$ cat src/rtl/trig_accept_ctrl_if.sv
// ---------------------------------------------------------------------------
// trig_accept_ctrl_if
// Event-record readout handshake between the trigger acceptance sequencer
// (master) and its consumer (slave).
//   evt_valid     master -> slave  FIFO head holds a record
//   evt_ready     slave  -> master consumer takes the head this cycle
//   evt_trig_num  master -> slave  1-based trigger number of the record
//   evt_phase     master -> slave  trigger-phase word captured at the edge
// ---------------------------------------------------------------------------
interface trig_accept_ctrl_if #(
  parameter int COUNT_W = 32,
  parameter int PHASE_W = 8
);
  logic               evt_valid;
  logic               evt_ready;
  logic [COUNT_W-1:0] evt_trig_num;
  logic [PHASE_W-1:0] evt_phase;

  modport master (
    output evt_valid,
    output evt_trig_num,
    output evt_phase,
    input  evt_ready
  );

  modport slave (
    input  evt_valid,
    input  evt_trig_num,
    input  evt_phase,
    output evt_ready
  );
endinterface

$ cat src/rtl/trig_accept_ctrl.sv
// ---------------------------------------------------------------------------
// trig_accept_ctrl
// Run control and trigger acceptance for the external-trigger path (clk40).
// A rising edge of the OR-reduced trigger-phase word is accepted or vetoed
// each cycle; accepted triggers start a programmable deadtime, bump the
// trigger counter and queue a {trigger number, phase word} record in a small
// first-word-fall-through FIFO read out over evt (valid/ready).
//
// Ports:
//   clk40, reset        clock, synchronous active-high reset
//   start_run/stop_run  run arm / disarm
//   max_triggers        accepted-trigger limit per run (0 = unlimited)
//   deadtime            extra dead cycles after an accept
//   trig_phase          deserialized trigger word, one per cycle
//   busy_in             downstream busy veto
//   trig_accept         one-cycle pulse per accepted trigger
//   running / dead      state indicators (ARMED|DEAD / DEAD)
//   trig_count          accepted triggers this run
//   veto_count          edges rejected while running (saturating)
//   fifo_overflow       sticky: an edge was lost only because the FIFO was full
//   evt                 event-record readout (master modport)
// ---------------------------------------------------------------------------
module trig_accept_ctrl #(
  parameter int COUNT_W    = 32,
  parameter int DEAD_W     = 16,
  parameter int PHASE_W    = 8,
  parameter int FIFO_DEPTH = 16
) (
  input  logic               clk40,
  input  logic               reset,
  input  logic               start_run,
  input  logic               stop_run,
  input  logic [COUNT_W-1:0] max_triggers,
  input  logic [DEAD_W-1:0]  deadtime,
  input  logic [PHASE_W-1:0] trig_phase,
  input  logic               busy_in,
  output logic               trig_accept,
  output logic               running,
  output logic               dead,
  output logic [COUNT_W-1:0] trig_count,
  output logic [31:0]        veto_count,
  output logic               fifo_overflow,
  trig_accept_ctrl_if.master evt
);

  localparam int PTR_W = (FIFO_DEPTH > 1) ? $clog2(FIFO_DEPTH) : 1;
  localparam int CNT_W = PTR_W + 1;
  localparam int REC_W = COUNT_W + PHASE_W;
  localparam logic [CNT_W-1:0] DEPTH_C    = CNT_W'(FIFO_DEPTH);
  localparam logic [CNT_W-1:0] DEPTH_M1_C = CNT_W'(FIFO_DEPTH - 1);

  typedef enum logic [1:0] {
    S_IDLE  = 2'd0,
    S_ARMED = 2'd1,
    S_DEAD  = 2'd2
  } state_t;

  state_t             state_q, state_d;
  logic               prev_lvl_q;
  logic [COUNT_W-1:0] trig_count_q, trig_count_d;
  logic [31:0]        veto_count_q, veto_count_d;
  logic               fifo_overflow_q, fifo_overflow_d;
  logic [DEAD_W-1:0]  dead_cnt_q, dead_cnt_d;
  logic               accept_q, accept_d;

  // Accepted record waits one cycle in this stage before entering the FIFO,
  // which places evt_valid two cycles after the edge.
  logic               wr_q, wr_d;
  logic [COUNT_W-1:0] wr_num_q, wr_num_d;
  logic [PHASE_W-1:0] wr_phase_q, wr_phase_d;

  logic [REC_W-1:0]   mem_q [FIFO_DEPTH];
  logic [PTR_W-1:0]   wptr_q, rptr_q;
  logic [CNT_W-1:0]   fifo_cnt_q;

  logic               edge_w;
  logic               fifo_full_w;
  logic               push_w;
  logic               pop_w;
  logic [COUNT_W-1:0] trig_count_inc_w;
  logic [31:0]        veto_count_inc_w;
  logic [REC_W-1:0]   head_w;

  assign edge_w           = (|trig_phase) && !prev_lvl_q;
  assign trig_count_inc_w = trig_count_q + COUNT_W'(1);
  assign veto_count_inc_w = (veto_count_q == 32'hFFFF_FFFF) ? veto_count_q
                                                            : veto_count_q + 32'd1;

  // A record still sitting in the write stage already owns a FIFO slot.
  assign fifo_full_w = (fifo_cnt_q == DEPTH_C) ||
                       (wr_q && (fifo_cnt_q == DEPTH_M1_C));

  // Full is judged before any same-cycle pop, so a full FIFO never takes a write.
  assign push_w = wr_q && (fifo_cnt_q != DEPTH_C);
  assign pop_w  = evt.evt_ready && (fifo_cnt_q != '0);

  // -------------------------------------------------------------------------
  // Sequencer next-state / outputs
  // -------------------------------------------------------------------------
  always_comb begin
    state_d         = state_q;
    trig_count_d    = trig_count_q;
    veto_count_d    = veto_count_q;
    fifo_overflow_d = fifo_overflow_q;
    dead_cnt_d      = dead_cnt_q;
    accept_d        = 1'b0;
    wr_d            = 1'b0;
    wr_num_d        = wr_num_q;
    wr_phase_d      = wr_phase_q;

    case (state_q)
      S_IDLE: begin
        if (start_run && !stop_run) begin
          state_d         = S_ARMED;
          trig_count_d    = '0;
          veto_count_d    = '0;
          fifo_overflow_d = 1'b0;
        end
      end

      S_ARMED: begin
        if (stop_run) begin
          // Stop wins: a coincident edge is dropped without being counted.
          state_d = S_IDLE;
        end else if (edge_w) begin
          if (busy_in || fifo_full_w) begin
            veto_count_d = veto_count_inc_w;
            if (fifo_full_w && !busy_in) begin
              fifo_overflow_d = 1'b1;
            end
          end else begin
            accept_d     = 1'b1;
            trig_count_d = trig_count_inc_w;
            wr_d         = 1'b1;
            wr_num_d     = trig_count_inc_w;
            wr_phase_d   = trig_phase;
            dead_cnt_d   = deadtime;
            if ((max_triggers != '0) && (trig_count_inc_w == max_triggers)) begin
              state_d = S_IDLE;
            end else begin
              state_d = S_DEAD;
            end
          end
        end
      end

      S_DEAD: begin
        if (stop_run) begin
          state_d = S_IDLE;
        end else begin
          if (edge_w) begin
            veto_count_d = veto_count_inc_w;
          end
          // Counter loaded with D gives D+1 dead cycles.
          if (dead_cnt_q == '0) begin
            state_d = S_ARMED;
          end else begin
            dead_cnt_d = dead_cnt_q - DEAD_W'(1);
          end
        end
      end

      default: begin
        state_d = S_IDLE;
      end
    endcase
  end

  always_ff @(posedge clk40) begin
    if (reset) begin
      state_q         <= S_IDLE;
      prev_lvl_q      <= 1'b0;
      trig_count_q    <= '0;
      veto_count_q    <= '0;
      fifo_overflow_q <= 1'b0;
      dead_cnt_q      <= '0;
      accept_q        <= 1'b0;
      wr_q            <= 1'b0;
      wr_num_q        <= '0;
      wr_phase_q      <= '0;
    end else begin
      state_q         <= state_d;
      prev_lvl_q      <= |trig_phase;
      trig_count_q    <= trig_count_d;
      veto_count_q    <= veto_count_d;
      fifo_overflow_q <= fifo_overflow_d;
      dead_cnt_q      <= dead_cnt_d;
      accept_q        <= accept_d;
      wr_q            <= wr_d;
      wr_num_q        <= wr_num_d;
      wr_phase_q      <= wr_phase_d;
    end
  end

  // -------------------------------------------------------------------------
  // Event FIFO (first-word-fall-through)
  // -------------------------------------------------------------------------
  always_ff @(posedge clk40) begin
    if (reset) begin
      wptr_q     <= '0;
      rptr_q     <= '0;
      fifo_cnt_q <= '0;
    end else begin
      if (push_w) begin
        wptr_q <= wptr_q + PTR_W'(1);
      end
      if (pop_w) begin
        rptr_q <= rptr_q + PTR_W'(1);
      end
      fifo_cnt_q <= fifo_cnt_q + CNT_W'(push_w) - CNT_W'(pop_w);
    end
  end

  // Storage has no reset; reset only clears the pointers and occupancy.
  always_ff @(posedge clk40) begin
    if (push_w) begin
      mem_q[wptr_q] <= {wr_num_q, wr_phase_q};
    end
  end

  // Head read is asynchronous so the record is presented as soon as it lands;
  // writes never target the head slot while it is valid, so it holds steady.
  assign head_w = mem_q[rptr_q];

  // -------------------------------------------------------------------------
  // Outputs
  // -------------------------------------------------------------------------
  assign trig_accept   = accept_q;
  assign running       = (state_q == S_ARMED) || (state_q == S_DEAD);
  assign dead          = (state_q == S_DEAD);
  assign trig_count    = trig_count_q;
  assign veto_count    = veto_count_q;
  assign fifo_overflow = fifo_overflow_q;

  assign evt.evt_valid    = (fifo_cnt_q != '0);
  // Data forced to zero when empty so unwritten storage never shows up.
  assign evt.evt_trig_num = evt.evt_valid ? head_w[REC_W-1:PHASE_W] : '0;
  assign evt.evt_phase    = evt.evt_valid ? head_w[PHASE_W-1:0]     : '0;

endmodule

$ cat src/flat_wrapper.sv
// flat-port wrapper written by rule: the top's interface ports become plain ports
module trig_accept_ctrl_flat 
#(
  parameter int COUNT_W    = 32,
  parameter int DEAD_W     = 16,
  parameter int PHASE_W    = 8,
  parameter int FIFO_DEPTH = 16
)
  (clk40, reset, start_run, stop_run, max_triggers, deadtime, trig_phase, busy_in, trig_accept, running, dead, trig_count, veto_count, fifo_overflow, evt_evt_valid, evt_evt_trig_num, evt_evt_phase, evt_evt_ready);
  trig_accept_ctrl_if #(.COUNT_W(COUNT_W), .PHASE_W(PHASE_W)) evt_i ();
  input  logic clk40;
  input  logic reset;
  input  logic start_run;
  input  logic stop_run;
  input  logic [COUNT_W-1:0] max_triggers;
  input  logic [DEAD_W-1:0] deadtime;
  input  logic [PHASE_W-1:0] trig_phase;
  input  logic busy_in;
  output logic trig_accept;
  output logic running;
  output logic dead;
  output logic [COUNT_W-1:0] trig_count;
  output logic [31:0] veto_count;
  output logic fifo_overflow;
  output wire logic [$bits(evt_i.evt_valid)-1:0] evt_evt_valid;
  output wire logic [$bits(evt_i.evt_trig_num)-1:0] evt_evt_trig_num;
  output wire logic [$bits(evt_i.evt_phase)-1:0] evt_evt_phase;
  input wire logic [$bits(evt_i.evt_ready)-1:0] evt_evt_ready;
  assign evt_evt_valid = evt_i.evt_valid;
  assign evt_evt_trig_num = evt_i.evt_trig_num;
  assign evt_evt_phase = evt_i.evt_phase;
  assign evt_i.evt_ready = evt_evt_ready;
  trig_accept_ctrl #(.COUNT_W(COUNT_W), .DEAD_W(DEAD_W), .PHASE_W(PHASE_W), .FIFO_DEPTH(FIFO_DEPTH)) u_core (.clk40(clk40), .reset(reset), .start_run(start_run), .stop_run(stop_run), .max_triggers(max_triggers), .deadtime(deadtime), .trig_phase(trig_phase), .busy_in(busy_in), .trig_accept(trig_accept), .running(running), .dead(dead), .trig_count(trig_count), .veto_count(veto_count), .fifo_overflow(fifo_overflow), .evt(evt_i));
endmodule
$ cat config.mk
export PLATFORM = sky130hd
export DESIGN_NAME = trig_accept_ctrl_flat
export DESIGN_NICKNAME = d
export VERILOG_FILES = /design/src/rtl/trig_accept_ctrl_if.sv /design/src/rtl/trig_accept_ctrl.sv /design/src/flat_wrapper.sv
export SDC_FILE = /design/constraint.sdc
export NUM_CORES = 1
export LEC_CHECK = 0
export CORE_ASPECT_RATIO = 1.25
export CORE_UTILIZATION = 50
export CTS_CLUSTER_SIZE = 8
export DETAILED_ROUTE_END_ITERATION = 16
export GPL_TIMING_DRIVEN = 1
export PLACE_DENSITY = 0.65
export SLEW_MARGIN = 15
export SYNTH_ARGS = -nofsm -noshare
export SYNTH_HDL_FRONTEND = slang
export SYNTH_SLANG_ARGS = --single-unit
export TNS_END_PERCENT = 50
$ cat constraint.sdc
create_clock -name clk40 -period 5.6 [get_ports clk40]
set_clock_uncertainty 0.1 [all_clocks]
set_input_delay 0.56 -clock clk40 [delete_from_list [all_inputs] [get_ports clk40]]
set_output_delay 0.56 -clock clk40 [all_outputs]
set_load 0.05 [all_outputs]
==> flow_summary.toml <==
[outcome]
status = "finished, final reports clean"

[die]
placementRows = 104
io-pin-count = 171
die_x_um = 230
die_area_mm2 = 0.0659
core_mm2 = 0.0643
die_height_um = 287
start_util_pct = 50.5

[clock_tree]
clk_path_buf_depth = 3
worstSkewPairLatency_ns = 0.66
cts.sinks = 782
clkTransAtPathRegs_ns = 0.05
cts_made_buffers = 107
cts_tree = "yes"
htreeDepth = 3
cts_hold_buf = 0
clockRootBuffer = "clkbuf_16"
postCtsResizedCells = 0
cts_setup_buffers = 0

[timing]
worst_pin_slew_ns = 1.16
slew_headroom_pct = 22.5
fmax_ghz = 0.221
tns_ns = 0
rsz0062_at_grt = "no"
hold_violations = 0
setup_violations = 0
min_period_over_period_pct = 80.8
period_needed_ns = 4.53
drv_slew = 0
layout_setup_ws_ns = 1.07

[pwr]
power_leakage_nw = 11.6
combPwrFrac_pct = 21.5
power_switching_mw = 4.36
max-vdd-ir-drop_v = 0.000239
seq_power_share_pct = 41.2
p_sw_share_pct = 27.6
p_per_area_mw_per_mm2 = 411
power.internal_mw = 11.4
clockPowerShare_pct = 37.4

[detailed_routing]
drt_first_pass_iters = 5
wl_met1_um = 32500
wire_per_inst_um = 26.2
wl_um = 81800
topRoutingLayerUsed = "met4"
met2WireLength_um = 42100
drtIter0Drc = 1665
dr_total_vias = 18934
ant_nets = 0
route.detailed.drc = 0
detail_route.vias_per_cell = 6.07
wl_met3_um = 4930

[setup_path]
cp_common_cell = "mux4_2"
reg2reg_depth = 8
worstReg2RegStart = "u_core.trig_count[9]"
crit_type = "reg2out"
max_stage_delay_ns = 0.74
crit_chain = "buf_4 > mux4_2 > mux4_2 > and2_1 > clkdlybuf4s50_1"
cp_slowest_cell = "dfxtp_4"
cp.arrival_ns = 3.87
critPathMaxFanout = 27
start_kind = "register"
crit_path_end_kind = "output pin"
required_ns = 4.94

[global_route]
grt-ovfl-total = 0
grtUsageTotal_pct = 25.2
grt_pass1_vias = 19393
antenna_found_initial = 2
grt_max_degree = 76
grt_pass1_wl_um = 123000

[cells_and_area]
final_nets = 2286
area_delta_synth_final_pct = 18.4
layout-drive-gt1-share_pct = 17.3
fillers = 4813

[placement]
port_buffers = 170
place_hpwl_um = 48600
pre_cts_slack_ns = 1.36
place.gp.congestion = 0.929

[synthesis]
synth_seq_area_share_pct = 68.0
synth_top_family_by_area = "multiplexers"
synth_mux_area_share_pct = 14.2
yosysUniqueCellTypes = 71
synth-compound-area-share_pct = 4.63
synthAdderAreaFrac_pct = 0.795
synth-xor-area-share_pct = 1.87
syn_inst = 2010
syn_avg_cell_area_um2 = 16.1
synth-async-reset-ratio_pct = 0
ys.flop_type = "edfxtp_1"
ys_ff_latch = 782
synthSimpleGateAreaFrac_pct = 8.65
synth_edf_count = 640
synth_fp_nets = 2092
synth_area_mm2 = 0.0324
yosysWarnings = 0

[worst_hold_path]
hold_start = "reset"
hold_class = "in2reg"
hold_depth = 2

[flow_run]
cap_violations = 0
path summary, 6_finish.rpt:
kind,endpoint,slack (ns)
worst max-delay path,evt_evt_trig_num[13],1.07
worst min-delay path,u_core.wptr_q[1],0.22
worst max register to register,u_core.state_q[1],1.84
worst min register to register,u_core.fifo_overflow,0.41
cell type report:
type                    count  area (um^2)  share of cell area (%)
flip-flops and latches    782        22100                    57.5
multi-input cells        1068         9890                    25.8
clock buffers             169         2910                    7.58
repair buffers            213         2200                    5.72
well taps                 848         1060                    2.76
clock inverters             7          151                   0.394
inverters                  32          120                   0.313
diodes                      2         5.00                  0.0130
routing by layer:
metal	vias to the layer above	global-route usage [%]
li1	8339	-
met1	9740	32.2
met2	716	43.5
met3	139	4.36
met4	0	9.01
met5	-	0
Yosys cell counts, types with 7 or more instances:
library cell  count  area [um^2]
buf_2             8         40.0
mux4_2          200         4500
and2_1           58          363
nand4_1          29          181
a311oi_1          9         78.8
and4_1            8         70.1
a21oi_1          58          290
xor2_1           23          201
buf_1            22         82.6
o22ai_1          12         75.1
ha_1             19          238
dfxtp_1         142         2840
and3_1            8         50.1
o21ai_0          50          250
nor3_1           58          290
edfxtp_1        640        19200
clkbuf_1         98          368
nor2b_1          15         93.8
nor4_1           31          194
inv_1            32          120
xnor2_1          33          289
mux2i_1           7         70.1
nand3_1          30          150
o31ai_1           9         67.6
nand2_1          94          353
nand2b_1         14         87.6
nor2_1          155          582
or3_1            15         93.8
a22oi_1          16          120
a211oi_1         26          195
critical path, delay by kind of cell, from the launching register on:
kind / cells / cell delay (ns)
simple gates: 1 / 0.19
flops: 1 / 0.74
buf+inv: 2 / 1.19
mux: 2 / 1.06
cells in the final DEF, fill, tap and decap left out, types with 8 or more instances in the layout:
| cell | count |
|---|---|
| a21oi_1 | 58 |
| a311oi_1 | 9 |
| nor2_4 | 13 |
| edfxtp_1 | 640 |
| clkdlybuf4s50_1 | 169 |
| dfxtp_1 | 138 |
| buf_4 | 30 |
| ha_1 | 19 |
| clkbuf_1 | 62 |
| o22ai_1 | 12 |
| o21ai_0 | 50 |
| nor2b_1 | 15 |
| nand3_1 | 30 |
| inv_1 | 32 |
| nand2_1 | 94 |
| a22oi_1 | 16 |
| buf_12 | 14 |
| and4_1 | 8 |
| nand2b_1 | 14 |
| nor4_1 | 31 |
| a211oi_1 | 25 |
| and3_1 | 8 |
| xor2_1 | 23 |
| xnor2_1 | 33 |
| o31ai_1 | 9 |
| and2_1 | 58 |
| clkbuf_16 | 107 |
| nor3_1 | 54 |
| or3_1 | 15 |
| nand4_1 | 29 |
| nor2_1 | 142 |
| mux4_2 | 200 |
power by group through the flow:
stage / Combinational [mW] / Sequential, mW / Clock [mW]
floorplan: 2.55 / 6.49 / 0
global placement: 3.42 / 6.60 / 0
detailed placement: 3.44 / 6.61 / 0
CTS: 3.45 / 6.50 / 5.99
global route: 3.62 / 6.51 / 6.21
finish: 3.38 / 6.49 / 5.90
sequential cells by signal, indices dropped and copies added (netlist names), 5 cells and up, named ones only:
register,count
u_core.wr_num_q,32
u_core.mem_q,640
u_core.dead_cnt_q,16
u_core.trig_count,32
u_core.wr_phase_q,8
u_core.veto_count,32
u_core.fifo_cnt_q,5
cell families after synthesis:
logic type,after synthesis
flip-flops,782
multiplexers,209
AND/OR/NAND/NOR,548
AO/OA/AOI/OAI,230
XOR/XNOR,61
adder cells (fa/ha/maj),20
buffers and inverters,160
metrics by stage:
step                      cells  utilization (%)  power [mW]  cell area (um^2)  hold WS, ns
after floorplan            2010                -        9.04             32400        0.376
after global placement     2943             55.0        10.0             35300        0.385
after detailed placement   2943             55.0        10.0             35300        0.393
after CTS                  3119             59.7        15.9             38400        0.189
after global routing       3121             59.8        16.3             38400        0.229
final                      3121             59.8        15.8             38400        0.221
Power figures use the tool's default switching activity.
